--- src/rtl/hamming74_tx_if.sv ---
// Purpose: bundles the nibble-in handshake and the serial/parallel codeword outputs of hamming74_tx.
// Latency: none; this file only carries wires.
// Backpressure: DIN_READY from the slave side throttles DIN_VALID on the master side.
interface hamming74_tx_if;
  logic [3:0]  DIN;
  logic        DIN_VALID;
  logic        DIN_READY;
  logic [2:0]  INJ_POS;
  logic        SOUT;
  logic        SOUT_VALID;
  logic        SOF;
  logic [1:7]  CODE;
  logic [15:0] FRAMES;

  // Word source and link monitor.
  modport master (
    output DIN, DIN_VALID, INJ_POS,
    input  DIN_READY, SOUT, SOUT_VALID, SOF, CODE, FRAMES
  );

  // Encoder / transmitter.
  modport slave (
    input  DIN, DIN_VALID, INJ_POS,
    output DIN_READY, SOUT, SOUT_VALID, SOF, CODE, FRAMES
  );
endinterface

--- src/rtl/hamming74_tx.sv ---
// Purpose: Hamming(7,4) encoder with per-word error injection, serialised position 1 first.
// Latency: accept on edge k -> pos1 on SOUT after edge k, pos7 after edge k+6; CODE updates at edge k.
// Backpressure: DIN_READY low while shifting (except the last bit when IDLE_GAP==0) and during the gap.
module hamming74_tx #(
  parameter int IDLE_GAP = 0
) (
  input  logic           CLK,
  input  logic           RESET,
  hamming74_tx_if.slave  bus
);

  typedef enum logic [1:0] {
    IDLE  = 2'd0,
    SHIFT = 2'd1,
    GAP   = 2'd2
  } state_t;

  localparam bit         NO_GAP   = (IDLE_GAP == 0);
  localparam logic [3:0] GAP_INIT = 4'(IDLE_GAP);

  state_t      state_q, state_d;
  logic [2:0]  bitcnt_q, bitcnt_d;
  logic [3:0]  gap_q, gap_d;
  logic [1:7]  code_q, code_d;
  logic [15:0] frames_q, frames_d;

  logic [1:7]  enc;
  logic        din_ready;

  // Encode the offered nibble, then flip the selected position (0 selects none).
  always_comb begin
    enc    = '0;
    enc[3] = bus.DIN[0];
    enc[5] = bus.DIN[1];
    enc[6] = bus.DIN[2];
    enc[7] = bus.DIN[3];
    enc[1] = enc[3] ^ enc[5] ^ enc[7];
    enc[2] = enc[3] ^ enc[6] ^ enc[7];
    enc[4] = enc[5] ^ enc[6] ^ enc[7];
    for (int i = 1; i <= 7; i++) begin
      if (bus.INJ_POS == 3'(i)) begin
        enc[i] = ~enc[i];
      end
    end
  end

  // Next-state logic; the frame counter bump on the last bit coexists with a back-to-back reload.
  always_comb begin
    state_d   = state_q;
    bitcnt_d  = bitcnt_q;
    gap_d     = gap_q;
    code_d    = code_q;
    frames_d  = frames_q;
    din_ready = 1'b0;
    case (state_q)
      IDLE: begin
        din_ready = 1'b1;
        if (bus.DIN_VALID) begin
          code_d   = enc;
          bitcnt_d = 3'd1;
          state_d  = SHIFT;
        end
      end
      SHIFT: begin
        if (bitcnt_q == 3'd7) begin
          frames_d = frames_q + 16'd1;
          if (NO_GAP) begin
            din_ready = 1'b1;
            if (bus.DIN_VALID) begin
              code_d   = enc;
              bitcnt_d = 3'd1;
            end else begin
              bitcnt_d = 3'd0;
              state_d  = IDLE;
            end
          end else begin
            bitcnt_d = 3'd0;
            gap_d    = GAP_INIT;
            state_d  = GAP;
          end
        end else begin
          bitcnt_d = bitcnt_q + 3'd1;
        end
      end
      GAP: begin
        if (gap_q <= 4'd1) begin
          gap_d   = 4'd0;
          state_d = IDLE;
        end else begin
          gap_d = gap_q - 4'd1;
        end
      end
      default: begin
        state_d  = IDLE;
        bitcnt_d = 3'd0;
        gap_d    = 4'd0;
      end
    endcase
  end

  // State register; reset drops any partial frame without counting it.
  always_ff @(posedge CLK) begin
    if (RESET) begin
      state_q  <= IDLE;
      bitcnt_q <= 3'd0;
      gap_q    <= 4'd0;
      code_q   <= '0;
      frames_q <= 16'd0;
    end else begin
      state_q  <= state_d;
      bitcnt_q <= bitcnt_d;
      gap_q    <= gap_d;
      code_q   <= code_d;
      frames_q <= frames_d;
    end
  end

  // Serial outputs are decoded from the registered state, so they are clean from reset.
  always_comb begin
    bus.SOUT_VALID = (state_q == SHIFT);
    bus.SOUT       = 1'b0;
    bus.SOF        = 1'b0;
    if (state_q == SHIFT) begin
      bus.SOUT = code_q[bitcnt_q];
      bus.SOF  = (bitcnt_q == 3'd1);
    end
  end

  assign bus.DIN_READY = din_ready;
  assign bus.CODE      = code_q;
  assign bus.FRAMES    = frames_q;

endmodule

--- src/flat_wrapper.sv ---
// flat-port wrapper written by rule: the top's interface ports become plain ports
module hamming74_tx_flat 
#(
  parameter int IDLE_GAP = 0
)
  (CLK, RESET, bus_DIN, bus_DIN_VALID, bus_INJ_POS, bus_DIN_READY, bus_SOUT, bus_SOUT_VALID, bus_SOF, bus_CODE, bus_FRAMES);
  hamming74_tx_if bus_i ();
  input  logic CLK;
  input  logic RESET;
  input wire logic [$bits(bus_i.DIN)-1:0] bus_DIN;
  input wire logic [$bits(bus_i.DIN_VALID)-1:0] bus_DIN_VALID;
  input wire logic [$bits(bus_i.INJ_POS)-1:0] bus_INJ_POS;
  output wire logic [$bits(bus_i.DIN_READY)-1:0] bus_DIN_READY;
  output wire logic [$bits(bus_i.SOUT)-1:0] bus_SOUT;
  output wire logic [$bits(bus_i.SOUT_VALID)-1:0] bus_SOUT_VALID;
  output wire logic [$bits(bus_i.SOF)-1:0] bus_SOF;
  output wire logic [$bits(bus_i.CODE)-1:0] bus_CODE;
  output wire logic [$bits(bus_i.FRAMES)-1:0] bus_FRAMES;
  assign bus_i.DIN = bus_DIN;
  assign bus_i.DIN_VALID = bus_DIN_VALID;
  assign bus_i.INJ_POS = bus_INJ_POS;
  assign bus_DIN_READY = bus_i.DIN_READY;
  assign bus_SOUT = bus_i.SOUT;
  assign bus_SOUT_VALID = bus_i.SOUT_VALID;
  assign bus_SOF = bus_i.SOF;
  assign bus_CODE = bus_i.CODE;
  assign bus_FRAMES = bus_i.FRAMES;
  hamming74_tx #(.IDLE_GAP(IDLE_GAP)) u_core (.CLK(CLK), .RESET(RESET), .bus(bus_i));
endmodule
--- config.mk ---
export PLATFORM = sky130hd
export DESIGN_NAME = hamming74_tx_flat
export DESIGN_NICKNAME = d
export VERILOG_FILES = /design/src/rtl/hamming74_tx_if.sv /design/src/rtl/hamming74_tx.sv /design/src/flat_wrapper.sv
export SDC_FILE = /design/constraint.sdc
export NUM_CORES = 1
export LEC_CHECK = 0
export ABC_AREA = 1
export CELL_PAD_IN_SITES_DETAIL_PLACEMENT = 1
export CELL_PAD_IN_SITES_GLOBAL_PLACEMENT = 1
export CORE_MARGIN = 3
export CORE_UTILIZATION = 37
export DETAILED_ROUTE_END_ITERATION = 8
export GPL_TIMING_DRIVEN = 0
export PLACE_DENSITY_LB_ADDON = 0.1
export REMOVE_ABC_BUFFERS = 1
export SETUP_SLACK_MARGIN = 0.15
export SYNTH_ARGS = -nofsm -noshare
export SYNTH_HDL_FRONTEND = slang
export SYNTH_SLANG_ARGS = --single-unit
--- constraint.sdc ---
create_clock -name CLK -period 4.6 [get_ports CLK]
set_input_delay 0.92 -clock CLK [delete_from_list [all_inputs] [get_ports CLK]]
set_output_delay 0.92 -clock CLK [all_outputs]
set_load 0.05 [all_outputs]
**Word-level counts from Yosys, hierarchy flattened**

Index checks and enable logic that the tools add are counted.

- Reduce and logical (&&, ||, !) cells: 7
- Multiplexer cells: 28
- Add/subtract/negate cells: 3
- Bitwise operators: 15
- Order comparisons: 2
- Equality and inequality tests: 15

Operator list:

| operator | count |
|---|---|
| 16-bit by 1-bit adder with 16-bit output, second input constant | 1 |
| 3-bit == test, second input constant | 5 |
| 7-bit two-way mux | 2 |
| 7-bit case mux with 2 select lines | 1 |
| 1-bit two-way mux | 13 |
| 3-bit case mux with 3 select lines | 1 |
| 2-bit two-way mux | 4 |
| 1-bit inverter | 8 |
| 4-bit case mux with 2 select lines | 1 |
| 3-bit by 1-bit == test with 1-bit output, second input constant | 2 |
| 3-bit by 2-bit == test with 1-bit output, second input constant | 2 |
| 3-bit two-way mux | 2 |
| 2-bit case mux with 3 select lines | 1 |
| 2-bit AND reduction | 3 |
| 1-bit bitwise XOR | 6 |
| 4-bit >= comparator, second input constant | 1 |
| 4-bit by 1-bit <= comparator with 1-bit output, second input constant | 1 |
| 4-bit two-way mux | 1 |
| 2-bit by 1-bit inequality test with 1-bit output, second input constant | 2 |
| 2-bit inequality test, second input constant | 2 |
| 3-bit inverter with 4-bit output | 1 |
| 4-bit AND reduction | 1 |
| 4-bit by 1-bit subtractor with 4-bit output, second input constant | 1 |
| 3-bit by 1-bit adder with 3-bit output, second input constant | 1 |
| other kinds (7) | 7 |

- Output and inout port bits: 27
- Bits of input ports: 10
- Flip-flop bits (word level): 32

**Longest topological paths before layout**

- Word-level depth: 7
- Mapped depth: 10

**Least setup slack after synthesis**

No wires, ideal clock.

- Kind: register to output
- Start point: reg u_core.code_q, in the netlist u_core.bus.CODE[3]
- End point: out bus_SOUT
- Arrival: 1,635 ps
- Slack: 2,045 ps
- Stages on the path, launching flop included: 5
- Path buffers: 0
- Path through: dfxtp_1 -> o21ai_0 -> o21ai_0 -> nor2_1 -> nor2_1

- Cells in the longest elaborated chain, start to end: 4

Ends and longest elaborated chain:

| what | RTL line | source |
|---|---|---|
| start, declared | hamming74_tx.sv:24 | `logic [1:7] code_q, code_d;` |
| start signal, assigned | hamming74_tx.sv:113 | `code_q <= code_d;` |
| 1-bit binary-select mux with 3-bit select | hamming74_tx.sv:124 | `bus.SOUT = code_q[bitcnt_q];` |
| 1-bit two-way mux (implied by the code) (2 in a row) | hamming74_tx.sv:124 |  |
| 1-bit two-way mux | hamming74_tx.sv:123 | `if (state_q == SHIFT) begin` |
| end, declared | flat_wrapper.sv:14 | `output wire logic [$bits(bus_i.SOUT)-1:0] bus_SOUT;` |

Every way passes these cells. The select of a mux whose other input is x is not followed.

**Worst setup path in the final report**

- Start point: reg u_core.bitcnt_q[0]
- End point: out bus_SOUT

- Cells in the longest elaborated chain, start to end: 5

Ends and longest elaborated chain:

| what | RTL line | source |
|---|---|---|
| start, declared | hamming74_tx.sv:22 | `logic [2:0] bitcnt_q, bitcnt_d;` |
| start signal, assigned | hamming74_tx.sv:111 | `bitcnt_q <= bitcnt_d;` |
| 3-bit inverter with 4-bit output (implied by the code) | hamming74_tx.sv:124 |  |
| 1-bit binary-select mux with 3-bit select | hamming74_tx.sv:124 |  |
| 1-bit two-way mux (implied by the code) (2 in a row) | hamming74_tx.sv:124 |  |
| 1-bit two-way mux | hamming74_tx.sv:123 |  |

Every way passes these cells. The select of a mux whose other input is x is not followed.

==> impl_results.md <==
* Flop2flop setup slack at 2.85 ns
* Post-DP HPWL at 3190 um
* GP Congestion at 0.722
* Root Buffer: clkbuf_8
* Antenna violations before repair at 0
* Via density at 4.92
* Largest cells by area after synthesis: dfxtp_1 34%, nand2_1 12%, inv_1 8.0%
* Fin nets at 286
* Buffers on Ports at 36
* Critical path fanouts, max at 6
* CP endpoint kind: primary output
* Vias in the first global route at 1608
* RSZ-0062 raised after global routing: false
* Core ar. at 4090 um2
* Status: complete, no violations
* Crit Path Category: reg2out
* CP max stage delay at 0.81 ns
* Max-slew headroom at 66.3%
* Seq cells post-synth at 27
* # rows at 23
* Die width at 71.7 um
* Max Freq at 328 MHz
* CTS HTree Levels at 1
* Final setup vio count at 0
* Filler cell count in the final layout at 551
* Final Hold Viols at 0
* CTS tree: yes
* Critical-path top delay cell: clkdlybuf4s50_1
* Top cell by count, worst path: nand2_1
* Number of distinct library cells after synthesis at 30
* Post-synthesis cell area at 1600 um2
* Worst skew pair latency at 0.28 ns
* Grt total ovfl at 0
* Power per cell area at 250 nW/um2
* Worst reg2reg path startpoint: u_core.bitcnt_q[0]
* Synth area leader: dfxtp_1
* Crit path from: u_core.bitcnt_q[0]
* I/O pins at 37
* Mean Syn Cell Area at 6.85 um2
* Post-synthesis cell count at 233
* Commonest non-fill, non-tap cell in the layout: nand2_1
* Starting DRT DRC Count at 36
* DRC viols at 0
* WL met1 at 1850 um
* Largest net degree at the start of global routing at 18
* Fin Setup TNS at 0 ns
* Clock-pin slew on the worst setup and hold paths at 0.09 ns
* Clk_skew at 0.0105 ns
* # resized after CTS at 0
* Postcts setup bufs at 0
* Max Buffers Root-to-Sink at 2
* VDD IR-drop max at 0.147 mV
* Most frequent cells in the layout: 50 x nand2_1, 36 x clkdlybuf4s50_1, 34 x inv_1
* Hold_buf cts at 0
* Share of the synthesized area in the top cell type at 33.9%
* Worst flop-to-flop path endpoint: u_core.bus.FRAMES[14]
* CP cell instances: inv_1, nand2_1, o211ai_1, nand3_1, nand2_1, nor2_1, clkdlybuf4s50_1
* Antenna Nets Post-Route at 0
* R2R depth at 8
* # Max-Cap Violations at 0
* Hold_sp: u_core.bitcnt_q[1]
* Final wirelength at 4020 um
* Leak at 0.857 nW
* Routed length per instance at 12.6 um
* Sequential fraction of the synthesis area at 33.9%
* Total number of vias at 1571
* Initial Utilization at 39.0%
* WP data required at 3.68 ns
* Crit path DAT at 2.13 ns
* Met3 wire length at 104 um
* Chip height at 71.7 um
* Layout cells sized above 1 at 6.69%
* DR WL met2 at 2030 um
* First drt pass iteration count at 4
* Final min period at 3.05 ns
* First-pass GRT wire length at 7290 um
* Synth warn at 0
* Startpoint Class: register
* CTS Sinks at 27
* Area grow syn2layout at 28.1%
* Hold crit path type: reg2reg
* Top Layer Used: met4
* Slew Viols, Final at 0
* Period utilisation layout at 66.2%
* CTS Buf Count at 3
* # diodes at 0
* Global Route Usage Sum at 17.4%
* Place WS at 1.88 ns
* Worst-margin pin slew at 0.505 ns
* Final worst slack at 1.55 ns
* Total Die Area at 5140 um2
* End point of the critical path: bus_SOUT
## Yosys cell counts (all sizes together)
cell type,number
nor2,36
o21a,1
ha,6
clkbuf,1
nand3b,4
dfxtp,27
nand2,53
a31oi,1
a21oi,14
nand3,21
o211ai,1
inv,36
a221oi,1
o21bai,1
buf,3
o21ai,18
nand4,2
xnor2,1
xor2,6
## worst min path at each step
stage,slack (ns),end,cells after the start
2_1_floorplan,0.46,u_core.bitcnt_q[1],2
3_3_place_gp,0.48,u_core.bus.FRAMES[6],1
3_5_place_dp,0.50,u_core.bus.FRAMES[6],1
4_1_cts,0.52,u_core.bitcnt_q[1],2
5_1_grt,0.55,u_core.bus.FRAMES[8],2
6_report,0.52,u_core.bitcnt_q[1],2
## critical path: cells and delay by family, from the launching register on
kind            cells  cell delay (ns)
flops               1             0.48
buf+inv             2             0.97
simple gates        4             0.33
compound gates      1             0.08
## power by group
part	internal, mW	leakage (nW)	switching (mW)
combinational	0.0407	0.616	0.0739
clock	0.0617	0.0217	0.0821
sequential	0.242	0.220	0.0109
## state kept, by name, summed over array words and instances (netlist names)
register           cells
u_core.bus.FRAMES     16
u_core.state_q         1
u_core.bitcnt_q        3
u_core.bus.CODE        7
## stage by stage
stage                     area [um2]  utilization (%)  total power [mW]  cells  hold WS, ns
after global routing            2040             50.0             0.541    319        0.547
after CTS                       2040             50.0             0.522    319        0.518
after detailed placement        1990             48.8             0.375    315        0.500
final                           2040             50.0             0.512    319        0.522
after global placement          1990             48.8             0.373    315        0.483
after floorplan                 1570                -             0.331    229        0.465
## logic make-up after synthesis
family / share of synthesized area [%]
AND/OR/NAND/NOR: 35.2
buffers and inverters: 9.96
AO/OA/AOI/OAI: 12.4
flip-flops: 33.9
XOR/XNOR: 3.84
adder cells (fa/ha/maj): 4.71
## cell type report
| class | count | area (um2) | share of cell area [%] |
|---|---|---|---|
| Clock inverter | 1 | 7.51 | 0.367 |
| Tap cell | 50 | 62.6 | 3.06 |
| Multi-Input combinational cell | 166 | 896 | 43.8 |
| Sequential cell | 27 | 541 | 26.5 |
| Timing Repair Buffer | 36 | 360 | 17.6 |
| Clock buffer | 3 | 41.3 | 2.02 |
| Inverter | 36 | 135 | 6.61 |
## routing by layer
metal / GRT usage, % / vias to the layer above
met5: 0 / -
met4: 3.76 / 0
met3: 3.09 / 4
met2: 30.6 / 22
met1: 22.0 / 733
li1: - / 812
(Power assumes the default switching activity.)
